## config.mk

```make
export PLATFORM = sky130hd
export DESIGN_NAME = pll_lock_ctrl
export DESIGN_NICKNAME = d
export VERILOG_FILES = /design/src/rtl/pll_lock_ctrl.sv
export SDC_FILE = /design/constraint.sdc
export NUM_CORES = 1
export LEC_CHECK = 0
export ABC_AREA = 1
export BUFFER_PORTS_ARGS = -buffer_cell sky130_fd_sc_hd__buf_2
export CORE_UTILIZATION = 30
export DETAILED_ROUTE_END_ITERATION = 12
export PLACE_DENSITY = 0.48
export SLEW_MARGIN = 25
export SYNTH_ARGS = -nofsm -noshare
export SYNTH_HDL_FRONTEND = slang
export SYNTH_SLANG_ARGS = --single-unit
export TNS_END_PERCENT = 100
```

## constraint.sdc

```tcl
create_clock -name clk -period 4.6 [get_ports clk]
set_input_delay 0.92 -clock clk [delete_from_list [all_inputs] [get_ports clk]]
set_output_delay 0.92 -clock clk [all_outputs]
set_load 0.02 [all_outputs]
```

## src/rtl/pll_lock_ctrl.sv

```systemverilog
// pll_lock_ctrl: bring-up and supervision controller for the on-chip PLL.
//   Holds the PLL in reset for RST_CYCLES cycles. It then waits for a lock that
//   stays high for STABLE_CYCLES consecutive cycles and enables the downstream
//   counters. Loss of lock in RUN and lock timeouts are failures. Each failure
//   retries from RESET until MAX_RETRIES is exhausted; the next failure latches
//   FAULT.
//
// Optional feature macro: PLL_CTRL_HEARTBEAT_EN
//   When defined, hb_led toggles every HB_DIV cycles in RUN and is 1 in FAULT.
//   When undefined, hb_led is tied to 0 and no divider is built.
//
// Ports
//   clk        in   reference clock, all logic on posedge
//   rst_n      in   asynchronous active-low reset
//   start      in   begin bring-up (IDLE only)
//   stop       in   return to IDLE from any non-FAULT state (highest priority)
//   fault_clr  in   leave FAULT -> IDLE
//   pll_locked in   PLL lock, asynchronous, 2-flop synchronised here
//   pll_rst    out  PLL reset, active-high (IDLE, RESET, FAULT)
//   run_en     out  downstream counter enable (RUN)
//   busy       out  RESET / WAIT_LOCK / STABLE
//   fault      out  FAULT
//   retry_cnt  out  failures consumed in the current bring-up
//   state_dbg  out  IDLE=0 RESET=1 WAIT_LOCK=2 STABLE=3 RUN=4 FAULT=5
//   hb_led     out  heartbeat LED
module pll_lock_ctrl #(
    parameter int unsigned RST_CYCLES    = 16,
    parameter int unsigned LOCK_TIMEOUT  = 1_000_000,
    parameter int unsigned STABLE_CYCLES = 1024,
    parameter int unsigned MAX_RETRIES   = 3,
    parameter int unsigned HB_DIV        = 25_000_000,
    localparam int unsigned RETRY_W      = (MAX_RETRIES > 0) ? $clog2(MAX_RETRIES + 1) : 1
) (
    input  logic               clk,
    input  logic               rst_n,
    input  logic               start,
    input  logic               stop,
    input  logic               fault_clr,
    input  logic               pll_locked,
    output logic               pll_rst,
    output logic               run_en,
    output logic               busy,
    output logic               fault,
    output logic [RETRY_W-1:0] retry_cnt,
    output logic [2:0]         state_dbg,
    output logic               hb_led
);

    localparam int unsigned RST_W  = $clog2(RST_CYCLES + 1);
    localparam int unsigned STAB_W = $clog2(STABLE_CYCLES + 1);

    localparam logic [RST_W-1:0]   RST_LAST  = RST_W'(RST_CYCLES - 1);
    localparam logic [STAB_W-1:0]  STAB_LAST = STAB_W'(STABLE_CYCLES - 1);
    localparam logic [31:0]        TMO_LAST  = 32'(LOCK_TIMEOUT - 1);
    localparam logic [RETRY_W-1:0] RETRY_MAX = RETRY_W'(MAX_RETRIES);

    // Elaboration-time parameter sanity checks.
    generate
        if (RST_CYCLES < 1) begin : g_bad_rst
            $error("pll_lock_ctrl: RST_CYCLES must be >= 1");
        end
        if (STABLE_CYCLES < 1) begin : g_bad_stab
            $error("pll_lock_ctrl: STABLE_CYCLES must be >= 1");
        end
        if (LOCK_TIMEOUT < 1) begin : g_bad_tmo
            $error("pll_lock_ctrl: LOCK_TIMEOUT must be >= 1");
        end
        if (HB_DIV < 1) begin : g_bad_hb
            $error("pll_lock_ctrl: HB_DIV must be >= 1");
        end
    endgenerate

    typedef enum logic [2:0] {
        ST_IDLE      = 3'd0,
        ST_RESET     = 3'd1,
        ST_WAIT_LOCK = 3'd2,
        ST_STABLE    = 3'd3,
        ST_RUN       = 3'd4,
        ST_FAULT     = 3'd5
    } state_t;

    state_t              state_q,    state_d;
    logic                sync1_q,    sync2_q;
    logic [RST_W-1:0]    rst_cnt_q,  rst_cnt_d;
    logic [STAB_W-1:0]   stab_cnt_q, stab_cnt_d;
    logic [31:0]         tmo_cnt_q,  tmo_cnt_d;
    logic [RETRY_W-1:0]  retry_q,    retry_d;
    logic                lk;
    logic                fail;

    assign lk = sync2_q;

    always_ff @(posedge clk or negedge rst_n) begin
        if (!rst_n) begin
            state_q    <= ST_IDLE;
            sync1_q    <= 1'b0;
            sync2_q    <= 1'b0;
            rst_cnt_q  <= '0;
            stab_cnt_q <= '0;
            tmo_cnt_q  <= '0;
            retry_q    <= '0;
        end else begin
            state_q    <= state_d;
            sync1_q    <= pll_locked;
            sync2_q    <= sync1_q;
            rst_cnt_q  <= rst_cnt_d;
            stab_cnt_q <= stab_cnt_d;
            tmo_cnt_q  <= tmo_cnt_d;
            retry_q    <= retry_d;
        end
    end

    always_comb begin
        state_d    = state_q;
        rst_cnt_d  = rst_cnt_q;
        stab_cnt_d = stab_cnt_q;
        tmo_cnt_d  = tmo_cnt_q;
        retry_d    = retry_q;
        fail       = 1'b0;

        case (state_q)
            ST_IDLE: begin
                if (start) begin
                    state_d   = ST_RESET;
                    rst_cnt_d = '0;
                    retry_d   = '0;
                end
            end
            ST_RESET: begin
                // Timeout window opens when RESET is left, so hold it at zero here.
                tmo_cnt_d = '0;
                if (rst_cnt_q >= RST_LAST) begin
                    state_d = ST_WAIT_LOCK;
                end else begin
                    rst_cnt_d = rst_cnt_q + 1'b1;
                end
            end
            ST_WAIT_LOCK: begin
                if (tmo_cnt_q != '1) tmo_cnt_d = tmo_cnt_q + 32'd1;
                if (tmo_cnt_q >= TMO_LAST) begin
                    fail = 1'b1;
                end else if (lk) begin
                    state_d    = ST_STABLE;
                    stab_cnt_d = '0;
                end
            end
            ST_STABLE: begin
                if (tmo_cnt_q != '1) tmo_cnt_d = tmo_cnt_q + 32'd1;
                if (tmo_cnt_q >= TMO_LAST) begin
                    fail = 1'b1;
                end else if (!lk) begin
                    // A glitch only restarts the lock qualification.
                    state_d = ST_WAIT_LOCK;
                end else if (stab_cnt_q >= STAB_LAST) begin
                    state_d = ST_RUN;
                end else begin
                    stab_cnt_d = stab_cnt_q + 1'b1;
                end
            end
            ST_RUN: begin
                if (!lk) fail = 1'b1;
            end
            ST_FAULT: begin
                if (fault_clr) begin
                    state_d = ST_IDLE;
                    retry_d = '0;
                end
            end
            default: begin
                state_d = ST_IDLE;
            end
        endcase

        if (fail) begin
            if (retry_q == RETRY_MAX) begin
                state_d = ST_FAULT;
            end else begin
                state_d   = ST_RESET;
                rst_cnt_d = '0;
                retry_d   = retry_q + 1'b1;
            end
        end

        // stop overrides every other event except a latched fault.
        if (stop && (state_q != ST_FAULT)) begin
            state_d = ST_IDLE;
        end
    end

    assign pll_rst   = (state_q == ST_IDLE) || (state_q == ST_RESET) || (state_q == ST_FAULT);
    assign run_en    = (state_q == ST_RUN);
    assign busy      = (state_q == ST_RESET) || (state_q == ST_WAIT_LOCK) || (state_q == ST_STABLE);
    assign fault     = (state_q == ST_FAULT);
    assign retry_cnt = retry_q;
    assign state_dbg = state_q;

`ifdef PLL_CTRL_HEARTBEAT_EN
    localparam logic [31:0] HB_LAST = 32'(HB_DIV - 1);

    logic [31:0] hb_cnt_q, hb_cnt_d;
    logic        hb_q,     hb_d;

    always_ff @(posedge clk or negedge rst_n) begin
        if (!rst_n) begin
            hb_cnt_q <= '0;
            hb_q     <= 1'b0;
        end else begin
            hb_cnt_q <= hb_cnt_d;
            hb_q     <= hb_d;
        end
    end

    // Divider is held at zero outside RUN so it restarts cleanly on RUN entry.
    always_comb begin
        hb_cnt_d = '0;
        hb_d     = 1'b0;
        if (state_q == ST_RUN) begin
            hb_d = hb_q;
            if (hb_cnt_q >= HB_LAST) begin
                hb_d = ~hb_q;
            end else begin
                hb_cnt_d = hb_cnt_q + 32'd1;
            end
        end
    end

    assign hb_led = (state_q == ST_FAULT) ? 1'b1 : ((state_q == ST_RUN) ? hb_q : 1'b0);
`else
    assign hb_led = 1'b0;
`endif

endmodule

```

* Word level (Yosys, flattened, before mapping)
Index checks and enable logic that the tools add are counted.
** Word-level totals
- Flip-flop bits (word level) :: 55
- Output and inout port bits :: 10
- Word-level logic and storage cells :: 81
** Operators by class
- Add/sub/neg operators :: 4
- Order comparisons :: 3
- Equality and inequality tests :: 22
- Mux-type cells :: 33
- Reductions and logical operators :: 12
** Operators with widths (count)
- $pmux 32 s2 :: 1
- $mux 11 :: 5
- $mux 3 :: 11
- $add 32x1->32 const B :: 1
- $ge 32x20->1 const B :: 1
- $mux 32 :: 1
- $ne 32x32->1 const B :: 1
- $pmux 11 s2 :: 1
- $mux 5 :: 4
- $ne 4x4->1 const B :: 5
- $pmux 3 s6 :: 1
- $add 11x1->11 const B :: 1
- $ge 11x10->1 const B :: 1
- $ne 2x2->1 const B :: 5
- $pmux 5 s2 :: 1
- $mux 2 :: 4
- $reduce_and 8->1 :: 1
- $eq 3x2->1 const B :: 2
- $eq 3x3->1 const B :: 2
- $reduce_and 6->1 :: 1
- $add 5x1->5 const B :: 1
- $ge 5x4->1 const B :: 1
- $ne 5x5->1 const B :: 1
- $logic_or 1x1->1 :: 4
- 15 further kinds :: 17

* Longest topological paths before layout
Gate-level depths: netlist (run 1).
- Depth in word-level cells :: 7
- Depth in mapped cells :: 14

* Worst setup path after synthesis (run 1)
Ideal clock, no wire load.
- Path type :: register to output
- From :: reg state_q[2] (netlist: state_dbg[2])
- To :: out pll_rst
- Data arrival time :: 1.373 ns
- Setup slack :: 2.307 ns
- Cell stages (with the launch flop) :: 6
- Path buffers :: 1
- Cell sequence :: dfrtp_1 > buf_2 > inv_1 > nor2_1 > nor2_1 > nand2_1
** On the way
- Elaborated cells between the ends (all ways) :: 5
** RTL lines
- start: declaration :: line 82 : state_t state_q, state_d;
- start signal: assignment :: line 103 : state_q <= state_d;
- $eq 3x3->1
- net fault :: line 43 : output logic fault,
- $logic_or 1x1->1 :: line 190 : assign pll_rst = (state_q == ST_IDLE) || (state_q == ST_RESET) || (state_q == ST_FAULT);
- end: declaration :: line 40 : output logic pll_rst,
The timed path passes the listed nets, and every way through them passes these cells.

* Worst setup path in the final report (run 1)
- From :: reg state_q[2] (netlist: state_dbg[2])
- To :: reg stab_cnt_q[0]
** On the way
- Word-level cells in the longest chain between the ends :: 3
- Elaborated cells between the ends (all ways) :: 10
** Ends and longest elaborated chain
- $eq 3x2->1 :: line 121 : case (state_q)
- $ne 2x2->1 (no source line) or $reduce_bool 2->1 (tied branches)
- $reduce_and 6->1 (no source line)
- end signal: assignment :: line 107 : stab_cnt_q <= stab_cnt_d;
- end: declaration :: line 85 : logic [STAB_W-1:0] stab_cnt_q, stab_cnt_d;
Several ways; a longest one is shown, not always the timed one.
A chain may end at the register's enable or synchronous reset.

==> summary.md, run 1 <==
| Metric | Value |
|---|---|
| Cts repair resizes | `0` |
| Post-synth top area share | `0.384` |
| Status | `finished, final reports clean` |
| Number of detailed-route iterations in the first pass | `4` |
| Setup bufs post-CTS | `0` |
| Maximum VDD drop | `0.000289 V` |
| Total die area | `12,400 um2` |
| Routability congestion estimate | `0.858` |
| Register area share after synthesis | `0.384` |
| Critical register-to-register path startpoint | `state_dbg[2]` |
| Area leader, netlist | `dfrtp_1` |
| Max clock buf depth | `2` |
| Max-slew headroom | `0.413` |
| Setup WS post-layout | `1.89 ns` |
| Crit. End Element | `flip-flop` |
| Max-slew violation count | `0` |
| Remaining antenna violation count | `0` |
| Worst R2R Path Depth | `9` |
| Worst hold stages | `0` |
| Wirelength, routed | `8800 um` |
| Static Leak | `1.80 nW` |
| HP Class | `flip-flop to flip-flop` |
| Initial antenna violation count | `0` |
| Vias in the first global route | `3,060` |
| Layout fillers | `1,247` |
| CTS tree | `done` |
| Port Buffers | `14` |
| YS warnings | `0` |
| Startpoint Class | `flip-flop` |
| WS Path Type | `flip-flop to flip-flop` |
| Hpwl dp | `6730 um` |
| Pwr/cell area | `388 nW/um2` |
| Clock share of power | `0.264` |
| Hold path start | `sync1_q` |
| Post-synthesis register bit count | `55` |
| Routed vias | `3,144` |
| Worst Tran Pin Value | `0.878 ns` |
| Post-CTS Hold Buffers | `0` |
| Switching power | `0.660 mW` |
| Sink Count | `55` |
| Initial core utilization | `0.311` |
| Tcrit/Tclk final | `0.589` |
| Via density | `4.79` |
| CP Max Fanout | `13` |
| Switching Fraction | `0.432` |
| Hold violation count in the final report | `0` |
| Critical path arrival | `2.94 ns` |
| Clock skew | `0.00703 ns` |
| Min Tclk post-route | `2.71 ns` |
| Sequential Power Share | `0.369` |
| Core area | `11,500 um2` |
| Yosys cell types | `39` |
| Final setup TNS | `0 ns` |
| Comb pwr share | `0.367` |
| Initial DRC Count | `127` |
| Die X | `111 um` |
| H-tree levels | `2` |
| Tot GR Track Use | `0.150` |
| Post-Syn Area | `3580 um2` |
| Synth area leaders | `dfrtp_1, nand2_1, nor2_1, inv_1, nand3_1` |
| Wirelength per Cell | `13.4 um` |
| Largest net degree at the start of global routing | `43` |
| First-pass GRT wire length | `15,100 um` |
| Endpoints failing setup | `0` |
| Syn_area_per_cell | `7.18 um2` |
| Fmax | `369 MHz` |
| Post-Syn Nets | `509` |
| Antenna cells | `0` |
| RSZ-0062 raised after global routing | `false` |
| GRT overflow | `0` |
| CTS Buf Count | `5` |
| Pint | `0.867 mW` |
| IO Pins | `16` |
| Drc violations | `0` |
| Critical Path RT | `4.83 ns` |
| Setup slack, reg-to-reg | `1.89 ns` |
| Worst slack, placed | `1.89 ns` |
| Crit path from | `state_dbg[2]` |
| Root Buffer | `clkbuf_16` |
| Layout cells sized above 1 | `0.125` |
| Max cap viols | `0` |
| Site Rows | `39` |
| Mapped Cells | `499` |
| Post-layout nets | `522` |
| Worst-path clk slew | `0.08 ns` |
| Area Growth Syn to Fin | `9.78%` |
| Clk_lat worst skew | `0.30 ns` |
| Die Height | `111 um` |
-- power groups by stage --
stage | logic (mW) | registers (mW) | clock network, mW
floorplan | 0.469 | 0.574 | 0
global placement | 0.565 | 0.571 | 0
detailed placement | 0.565 | 0.573 | 0
CTS | 0.568 | 0.564 | 0.415
global route | 0.636 | 0.572 | 0.433
finish | 0.560 | 0.564 | 0.404
-- sequential cells by signal (all words and copies together), names as in the netlist --
name and count:
stab_cnt_q 11, rst_cnt_q 5, sync1_q 1, tmo_cnt_q 32
lk 1, retry_cnt 2, state_dbg 3
-- layer usage --
layer,GRT usage,vias to the layer above,part of all wire
li1,-,1651,-
met1,0.201,1441,0.50
met2,0.253,43,0.46
met3,0.0219,9,0.030
met4,0.0351,0,0.0097
met5,0,-,0
-- stage by stage --
stage               area, um2  hold WS (ns)   util  cells  total power [mW]
floorplan                3580         0.331      -    499              1.04
global placement         3780         0.337  0.328    648              1.14
detailed placement       3780         0.339  0.328    648              1.14
CTS                      3930         0.358  0.342    656              1.55
global route             3930         0.363  0.342    656              1.64
finish                   3930         0.356  0.342    656              1.53
-- cells by family (layout without fill, tap and decap cells) --
group / Yosys count / after routing / share of synthesized area
adder cells (fa/ha/maj): 4 / 4 / 0.0140
AND/OR/NAND/NOR: 285 / 285 / 0.361
AO/OA/AOI/OAI: 61 / 61 / 0.106
flip-flops: 55 / 55 / 0.384
other: 1 / 1 / 0.00105
XOR/XNOR: 19 / 19 / 0.0464
buffers and inverters: 74 / 88 / 0.0866
-- cell usage after synthesis (all sizes together) --
cell,number
nand2,136
inv,64
nor2,64
dfrtp,55
o21ai,43
nand3,35
nand4,23
nor3,18
xor2,16
a21oi,10
buf,8
o22ai,6
ha,4
nor4,4
xnor2,3
clkbuf,2
a211oi,1
and2,1
and3b,1
conb,1
nand2b,1
nand3b,1
o211ai,1
or2,1
-- critical path, cell delays in order (launching register included) --
cell,delay [ns]
dfrtp_1,0.50
inv_1,0.09
nand2_1,0.44
inv_1,0.34
buf_4,0.28
nand2_1,0.19
nand3_1,0.38
inv_2,0.25
nand3_1,0.09
o21ai_1,0.08
-- layout make-up --
type                            count  area [um2]  share of cell area
Clock inverter                      3        28.8             0.00732
Timing Repair Buffer               16        85.1              0.0216
Multi-Input combinational cell    370        1900               0.482
Tap cell                          143         179              0.0455
Sequential cell                    55        1380               0.350
Inverter                           64         243              0.0617
Clock buffer                        5         125              0.0318
-- path summary, 6_finish.rpt --
kind | end
max | stab_cnt_q[0]
max reg2reg | stab_cnt_q[0]
min | lk
min in group asynchronous | tmo_cnt_q[25]
min reg2reg | lk
max in group asynchronous | state_dbg[0]
-- layout by cell type, fill, tap and decap left out, types with 2 or more instances in the layout --
cell type / netlist / layout
nor2_1: 61 / 61
a21oi_1: 10 / 10
nor4_1: 2 / 2
nand2_2: 3 / 3
clkbuf_16: 0 / 5
nor2_2: 2 / 2
xor2_1: 16 / 16
nor3_4: 2 / 2
o21ai_2: 7 / 7
buf_4: 1 / 2
o21ai_1: 23 / 23
o22ai_2: 6 / 6
xnor2_1: 3 / 3
inv_1: 50 / 50
inv_2: 13 / 13
nor3_1: 15 / 15
dfrtp_1: 55 / 55
nand2_1: 133 / 133
buf_2: 3 / 14
nand3_1: 35 / 35
ha_1: 4 / 4
clkinv_4: 0 / 2
nand4_1: 22 / 22
o21ai_0: 13 / 13
Power figures use the tool's default switching activity.
==> run 2: changes to the inputs <==
Clock period 4.6 ns to 2.55 ns, I/O delays scaled along.
==> run 2 against run 1 <==
  * Flip-flop and latch count unchanged
  * Setup slack lost 1.5 ns
  * Combinational power rose by 100%
  * Register-to-register slack got worse by 1.5 ns
  * Non-clock buffer count is 4 higher
  * Critical path type is now flip-flop to output pin
  * Hold slack lost 0.13 ns
  * Clock skew rose by 0.0032 ns
  * Critical path depth down 3
  * First-iteration DRC count rose by 49%
  * Routed wire length rose by 2.5%
==> summary.md, run 2 (same netlist as run 1, synthesis figures left out) <==
| Metric | Value |
|---|---|
| Status | `finished, final reports clean` |
| Multi-input gate area | `1900 um2 (+0.26%)` |
| Min Tclk post-route | `2.15 ns` |
| Pint | `1.66 mW (+92%)` |
| Largest register by flop count | `tmo_cnt_q` |
| CTS Buf Count | `5 (unchanged)` |
| CTS tree | `done` |
| Layout cells sized above 1 | `0.133 (+0.00871)` |
| Switching power | `1.23 mW (+86%)` |
| CP Max Fanout | `8 (-5)` |
| WS Path Type | `flip-flop to output pin` |
| Post-layout nets | `526 (+0.77%)` |
| Area Growth Syn to Fin | `11.5%` |
| Clock share of power | `0.256 (-0.008)` |
| Switching Fraction | `0.424 (-0.00782)` |
| GRT overflow | `0 (unchanged)` |
| Layout fillers | `1,249 (+0.16%)` |
| Sequential Power Share | `0.351 (-0.018)` |
| H-tree levels | `2 (unchanged)` |
| Biggest registers after layout | `tmo_cnt_q x32, stab_cnt_q x11, rst_cnt_q x5` |
| HP Class | `input port to async pin` |
| Critical path arrival | `1.64 ns (-1.30 ns)` |
| First-pass GRT wire length | `15,100 um (about the same)` |
| Wirelength, routed | `9010 um (+2.5%)` |
| Pwr/cell area | `724 nW/um2 (+86%)` |
| Clock skew | `0.0103 ns (+0.00323 ns)` |
| Startpoint Class | `flip-flop` |
| Largest net degree at the start of global routing | `32 (-26%)` |
| Die X | `111 um (unchanged)` |
| Max-slew violation count | `0 (unchanged)` |
| Initial antenna violation count | `0 (unchanged)` |
| Fmax | `466 MHz` |
| Overall Power | `2.89 mW (+89%)` |
| Area post-placement | `3830 um2 (+1.5%)` |
| Routed vias | `3,222 (+2.5%)` |
| Maximum VDD drop | `0.000534 V (+85%)` |
| Core area | `11,500 um2 (unchanged)` |
| Post-CTS Hold Buffers | `0 (unchanged)` |
| Final setup TNS | `0 ns (unchanged)` |
| Initial DRC Count | `189 (+49%)` |
| Tot GR Track Use | `0.153 (+0.00294)` |
| Sink Count | `55 (unchanged)` |
| Hpwl dp | `6990 um (+3.9%)` |
| Max reg flops | `32 (unchanged)` |
| Die Height | `111 um (unchanged)` |
| Register area | `1380 um2 (unchanged)` |
| Site Rows | `39 (unchanged)` |
| Fin area | `4000 um2 (+1.6%)` |
| Hold slack | `0.225 ns (-0.131 ns)` |
| Wirelength per Cell | `13.7 um (+1.9%)` |
| RSZ-0062 raised after global routing | `false` |
| IO Pins | `16 (unchanged)` |
| Util after Layout | `0.347 (+0.00543)` |
| Via density | `4.88 (+1.9%)` |
| Clk_lat worst skew | `0.30 ns (about the same)` |
| Max clock buf depth | `2 (unchanged)` |
| Max-slew headroom | `0.584 (+0.171)` |
| Antenna cells | `0 (unchanged)` |
| Worst-path clk slew | `0.08 ns (about the same)` |
| Tcrit/Tclk final | `0.841` |
| Drc violations | `0 (unchanged)` |
| Critical Path RT | `2.04 ns (-2.79 ns)` |
| Most common cell after layout, fill and taps aside | `nand2_1` |
| Comb pwr share | `0.393 (+0.026)` |
| Max cap viols | `0 (unchanged)` |
| Static Leak | `1.83 nW (+1.8%)` |
| Vias in the first global route | `3,079 (+0.62%)` |
| Number of detailed-route iterations in the first pass | `4 (unchanged)` |
| Endpoints failing setup | `0 (unchanged)` |
| Worst Tran Pin Value | `0.624 ns (-0.254 ns)` |
| Crit. End Element | `output pin` |
| Root Buffer | `clkbuf_16` |
| Total die area | `12,400 um2 (unchanged)` |
| Routability congestion estimate | `0.896 (+4.5%)` |
| Initial core utilization | `0.311 (unchanged)` |
| Hold violation count in the final report | `0 (unchanged)` |
| Port Buffers | `14 (unchanged)` |
| Remaining antenna violation count | `0 (unchanged)` |
| Most frequent cells in the layout | `nand2_1, nor2_1, dfrtp_1, inv_1, nand3_1` |
==> run 2: power by group through the flow <==
stage / clock (mW) / combinational (mW) / sequential (mW)
6_report: 0.739 / 1.14 / 1.02
5_1_grt: 0.800 / 1.27 / 1.03
4_1_cts: 0.768 / 1.15 / 1.02
3_5_place_dp: 0 / 1.15 / 1.03
3_3_place_gp: 0 / 1.15 / 1.03
2_1_floorplan: 0 / 0.845 / 1.03
==> run 2: metal layers <==
metal  part of all wire  wire length (um)  global-route usage
met5                  0                 0                   0
met4              0.019               169              0.0532
met3              0.040               362              0.0279
met2               0.45              4090               0.246
met1               0.49              4390               0.205
==> run 2: final timing paths <==
path | start | endpoint | cells past startpoint | slack, ns
max in group asynchronous | rst_n | stab_cnt_q[6] | 2 | 1.75
max | state_dbg[1] | pll_rst | 6 | 0.40
min in group clk | pll_locked | sync1_q | 1 | 0.31
min | rst_n | tmo_cnt_q[29] | 1 | 0.23
max reg2reg | tmo_cnt_q[0] | tmo_cnt_q[31] | 11 | 0.41
min reg2reg | sync1_q | lk | 0 | 0.36
==> run 2: repair_timing <==
item	in CTS	in global routing
endpoints found under the setup margin	0	3
setup buffers	0	0
hold endpoints to repair	0	0
resized for setup	0	1
==> run 2: worst max-delay path, stage by stage, from the launching register on <==
cell and delay (ns):
dfrtp_1 0.47, inv_1 0.08, nand2_1 0.06, nor2_1 0.28, inv_1 0.18, nand2_1 0.10
buf_2 0.16
==> run 2: metrics by stage <==
stage,std cells,worst slack (ns)
after floorplan,499,0.667
final,660,0.404
after CTS,660,0.262
after global placement,652,0.373
after detailed placement,652,0.259
after global routing,660,0.119
==> run 2: final cells by class <==
cell class,count,share of cell area
multi-input cells,370,0.476
flip-flops and latches,55,0.344
inverters,64,0.0607
well taps,143,0.0448
repair buffers,20,0.0351
clock buffers,6,0.0348
clock inverters,2,0.00438
